## src/rtl/mole_hit_judge_pkg.sv

```systemverilog
// mole_hit_judge_pkg: shared game states, default timing constants and hole decode helper.
package mole_hit_judge_pkg;
    typedef enum logic [1:0] {IDLE, GAP, UP, OVER} state_t;
    localparam int DEF_UP_TICKS   = 50;
    localparam int DEF_GAP_TICKS  = 20;
    localparam int DEF_MAX_MISSES = 3;
    function automatic logic [4:0] hole_onehot(input logic [2:0] h);
        return (h >= 3'd1 && h <= 3'd5) ? 5'b1 << (h - 3'd1) : 5'b0;
    endfunction
endpackage

```

## src/rtl/mole_hit_judge_btn_edge_detect.sv

```systemverilog
// btn_edge_detect: registered rising-edge detector for the five player buttons.
module btn_edge_detect (
    input  logic       clk,
    input  logic       reset,
    input  logic [4:0] buttons,
    output logic [4:0] rise
);
    logic [4:0] prev;
    always_ff @(posedge clk or posedge reset)
        if (reset) prev <= '0;
        else       prev <= buttons;
    assign rise = buttons & ~prev;
endmodule

```

## src/rtl/mole_hit_judge.sv

```systemverilog
// mole_hit_judge: whack-a-mole game FSM raising moles, timing them out and scoring hits and misses.
module mole_hit_judge
    import mole_hit_judge_pkg::*;
#(
    parameter int UP_TICKS   = DEF_UP_TICKS,
    parameter int GAP_TICKS  = DEF_GAP_TICKS,
    parameter int MAX_MISSES = DEF_MAX_MISSES
) (
    input  logic       clk,
    input  logic       reset,
    input  logic       tick,
    input  logic       start,
    input  logic [2:0] hole,
    input  logic [4:0] buttons,
    output logic [4:0] mole_leds,
    output logic [7:0] score,
    output logic [3:0] misses,
    output logic       game_over,
    output logic       busy
);
    state_t     state;
    logic [7:0] gap_cnt, up_cnt;
    logic [4:0] rise, hole_oh;
    logic [3:0] miss_next;
    logic       hit, wrong, timeout;
    btn_edge_detect u_edge (.clk(clk), .reset(reset), .buttons(buttons), .rise(rise));
    // mole_leds doubles as the latched hole, so hits and wrong presses are judged against it
    assign hole_oh   = hole_onehot(hole);
    assign hit       = |(rise & mole_leds);
    assign wrong     = |(rise & ~mole_leds);
    assign timeout   = tick && up_cnt == 8'd1;
    assign miss_next = misses + 4'd1;
    assign game_over = state == OVER;
    assign busy      = state == GAP || state == UP;
    always_ff @(posedge clk or posedge reset) begin
        if (reset) begin
            state     <= IDLE;
            mole_leds <= '0;
            score     <= '0;
            misses    <= '0;
            gap_cnt   <= '0;
            up_cnt    <= '0;
        end else begin
            case (state)
                IDLE, OVER: if (start) begin
                    score   <= '0;
                    misses  <= '0;
                    gap_cnt <= 8'(GAP_TICKS);
                    state   <= GAP;
                end
                GAP: if (tick) begin
                    if (gap_cnt > 8'd1) gap_cnt <= gap_cnt - 8'd1;
                    else begin
                        gap_cnt <= '0;
                        if (|hole_oh) begin
                            mole_leds <= hole_oh;
                            up_cnt    <= 8'(UP_TICKS);
                            state     <= UP;
                        end
                    end
                end
                UP: begin
                    if (tick && up_cnt != 8'd0) up_cnt <= up_cnt - 8'd1;
                    if (hit) begin
                        score     <= score == 8'hFF ? score : score + 8'd1;
                        mole_leds <= '0;
                        gap_cnt   <= 8'(GAP_TICKS);
                        state     <= GAP;
                    end else if (wrong || timeout) begin
                        misses    <= miss_next;
                        mole_leds <= '0;
                        gap_cnt   <= 8'(GAP_TICKS);
                        state     <= miss_next == 4'(MAX_MISSES) ? OVER : GAP;
                    end
                end
                default: state <= IDLE;
            endcase
        end
    end
endmodule

```

## config.mk

```make
export PLATFORM = sky130hd
export DESIGN_NAME = mole_hit_judge
export DESIGN_NICKNAME = d
export VERILOG_FILES = /design/src/rtl/mole_hit_judge_pkg.sv /design/src/rtl/mole_hit_judge_btn_edge_detect.sv /design/src/rtl/mole_hit_judge.sv
export SDC_FILE = /design/constraint.sdc
export NUM_CORES = 1
export LEC_CHECK = 0
export CAP_MARGIN = 10
export CORE_UTILIZATION = 37
export CTS_CLUSTER_DIAMETER = 150
export DETAILED_ROUTE_END_ITERATION = 10
export DONT_BUFFER_PORTS = 1
export GPL_ROUTABILITY_DRIVEN = 0
export HOLD_SLACK_MARGIN = 0.08
export PLACE_DENSITY_LB_ADDON = 0.15
export SYNTH_ARGS = -nofsm -noshare
export SYNTH_HDL_FRONTEND = slang
export SYNTH_HIERARCHICAL = 1
export SYNTH_SLANG_ARGS = --single-unit
export TNS_END_PERCENT = 10
```

## constraint.sdc

```tcl
create_clock -name clk -period 3.25 [get_ports clk]
set_clock_uncertainty 0.1 [all_clocks]
set_input_delay 0.1625 -clock clk [delete_from_list [all_inputs] [get_ports clk]]
set_output_delay 0.1625 -clock clk [all_outputs]
set_load 0.005 [all_outputs]
```

==> results by group <==
STA
  • Peak Freq: 0.366 GHz
  • Fin. Hold Viols: 0
  • Setup TNS: 0 ps
  • Fin worst setup slack: 519 ps
  • Max transition margin: 33.4%
  • RSZ-0062 raised after global routing: no
  • Crit path time final: 2730 ps
  • Max Transition Viols Final: 0
  • Final period util: 84.0%
  • Min Hold Slack: 101 ps
  • Setup violators final: 0
  • Worst Tran Pin Value: 997 ps

Drt
  • Initial drt markers: 102
  • DRT Pass-1 Iters: 4
  • Routed WL per cell: 15.3 um
  • Drt via density: 5.67
  • Drt total wl: 5400 um
  • DRT antenna net count: 0
  • # DRC: 0
  • Vias: 1995

Synth
  • Asr flop ratio synth: 100%
  • Main area contributors after synthesis: dfrtp_1 (41%), ha_1 (6.6%), inv_1 (3.6%), nor2_1 (3.3%), mux2i_1 (3.2%)
  • Dominant cell type by area after synthesis: dfrtp_1
  • Sequential-to-total area share from yosys stat: 40.5%
  • Mux cell area share after synthesis: 5.06%
  • Fraction of synthesized cell area in xor and xnor cells: 2.13%
  • Syn_area_per_cell: 9.50 um2
  • Commonest cells in the netlist: dfrtp_1 (40), inv_1 (24), nor2_1 (22)
  • Synth Area in Compound Gates: 16.7%
  • Syn nets: 285
  • #FFs+latches synth: 40
  • Synth warn: 6
  • Primary FF master, synth: dfrtp_1
  • Adder-cell share of the synthesized area: 6.58%
  • Post-synthesis cell count: 260
  • Post-synth top area share: 40.5%
  • Cell Area, Synth: 2470 um2
  • Post-synth EDFFs: 0
  • Main combinational cell family by area after synthesis: simple AND/OR/NAND/NOR gates
  • Simple-gate share of the synthesized area: 24.3%
  • Most numerous cell in the Yosys netlist: dfrtp_1
  • Distinct cells, synth: 56

Run
  • Max-cap violations: 0

Critical path
  • Worst path arrival time: 2860 ps
  • Critical Path RT: 3380 ps
  • Crit path max-delay family: simple AND/OR/NAND/NOR gates
  • Critical path class: reg -> reg
  • Worst path bufs/invs: 2
  • CP cell instances: inv_1 -> ha_1 -> nor2_1 -> o31ai_4 -> nand4_2 -> buf_4 -> or4_1 -> nand3_1
  • Largest fanout on the critical path: 13
  • CP startpoint kind: flop
  • Slowest CP cell: o31ai_4
  • CP Capture Type: flop
  • Max incr delay on CP: 530 ps

Global route
  • Pin count of the biggest net entering global routing: 30
  • Overall Global Routing Usage: 16.7%
  • Vias in the first global route: 1993
  • Initial antenna violation count: 0
  • GR Overflow Total: 0
  • First-pass GRT wire length: 9460 um

Clock tree
  • Worst skew pair latency: 290 ps
  • Inserted Clock Buffers: 5
  • Clock H-tree levels: 2
  • Root buf cell: clkbuf_8
  • CTS tree: built
  • Post-CTS Setup Repair Bufs: 0
  • Worst-path clk slew: 90 ps
  • CTS max path bufs: 2
  • Sink Count: 40

Layout
  • Layout cells sized above 1: 11.3%
  • Final Cell Area: 2790 um2
  • Final cell count without fillers: 352
  • Area Growth Syn to Fin: 12.8%
  • FILL cells: 627
  • Ant diodes: 0
  • Nets: 299
  • Final core utilization: 43.7%

Die
  • Die Span Y: 83.7 um
  • DIE AREA: 7010 um2
  • FP Rows: 29
  • Ports: 31
  • DIE WIDTH: 83.7 um
  • Starting density of the core: 38.7%
  • Core Area: 6390 um2

Power
  • Clock power share: 20.8%
  • Net switching power: 0.880 mW
  • Total internal power: 1.22 mW
  • Maximum vdd drop: 0.000372 V
  • Switch share: 42.0%
  • Register share of total power: 35.6%
  • Power share of the combinational group: 43.7%
  • Pwr Density: 753 nW/um2
  • Total power: 2.10 mW
  • Static leakage: 1.20 nW

Placement
  • Placed inst area: 2580 um2
  • Port Buf Inserts: 0
  • Placement Setup Slack: 550 ps
  • Dpl cells: 335
  • Post-DP HPWL: 3870 um

Run status
  • Outcome: complete, no violations

Hold path
  • Worst hold-check path type: in -> reg
-- layout make-up --
cell class	count	area, um2	area share, %
Multi-Input combinational cell	189	1350	48.5
Sequential cell	40	1000	35.9
Timing Repair Buffer	14	128	4.58
Tap cell	77	96.3	3.46
Inverter	24	90.1	3.23
Clock buffer	6	82.6	2.96
Clock inverter	2	38.8	1.39
-- routing by layer --
| layer | GRT usage, % | wire [um] |
|---|---|---|
| met1 | 21.2 | 2560 |
| met2 | 27.7 | 2560 |
| met3 | 4.65 | 240 |
| met4 | 4.62 | 44 |
| met5 | 0 | 0 |
-- final timing paths --
path	cells after the start	endpoint	slack, ps	startpoint
max	8	up_cnt[6]	520	gap_cnt[0]
min	3	mole_leds[2]	100	hole[2]
max reg2reg	8	up_cnt[6]	520	gap_cnt[0]
min reg2reg	2	gap_cnt[1]	440	gap_cnt[1]
max in group asynchronous	3	score[5]	1830	reset
min in group asynchronous	2	u_edge/prev[4]	130	reset
-- kinds of logic (layout without fill, tap and decap cells) --
kind of cell | count (synthesis) | count (layout)
xor+xnor | 6 | 6
flops | 40 | 40
compound gates | 56 | 56
fa+ha+maj | 13 | 13
simple gates | 102 | 102
buf+inv | 31 | 46
mux | 12 | 12
-- what timing repair did --
action,CTS,global route
gates resized for setup,0,0
hold buffers,9,0
endpoints found under the hold margin,37,0
setup endpoints to repair,0,0
-- worst reg2reg max path, stage by stage, from the launching register on --
cell and delay, ps:
dfrtp_1 420, inv_1 100, ha_1 250, nor2_1 120
o31ai_4 530, nand4_2 300, buf_4 260, or4_1 490
nand3_1 90
-- power groups by stage --
stage          logic [mW]  clock network, mW  registers, mW
6_report            0.916              0.436          0.747
4_1_cts             0.926              0.449          0.748
5_1_grt              1.04              0.465          0.771
3_3_place_gp        0.915                  0          0.755
2_1_floorplan       0.717                  0          0.723
3_5_place_dp        0.909                  0          0.757
-- state kept, by name, summed over array words and instances, names as in the netlist --
| signal | cells |
|---|---|
| gap_cnt | 8 |
| score | 8 |
| up_cnt | 8 |
| mole_leds | 5 |
| u_edge/prev | 5 |
| misses | 4 |
| state | 2 |
-- cell usage in the layout, fill, tap and decap left out, drive strengths merged, types with 7 or more instances in the layout --
cell | Yosys | final
nand2 | 18 | 18
dfrtp | 40 | 40
dlygate4sd3 | 0 | 9
a31oi | 7 | 7
mux2i | 8 | 8
nor3 | 9 | 9
inv | 24 | 24
o21ai | 10 | 10
ha | 13 | 13
nor2 | 23 | 23
o31ai | 8 | 8
nand4 | 7 | 7
nand3 | 11 | 11
No activity file was read; power rests on OpenSTA's default activity.
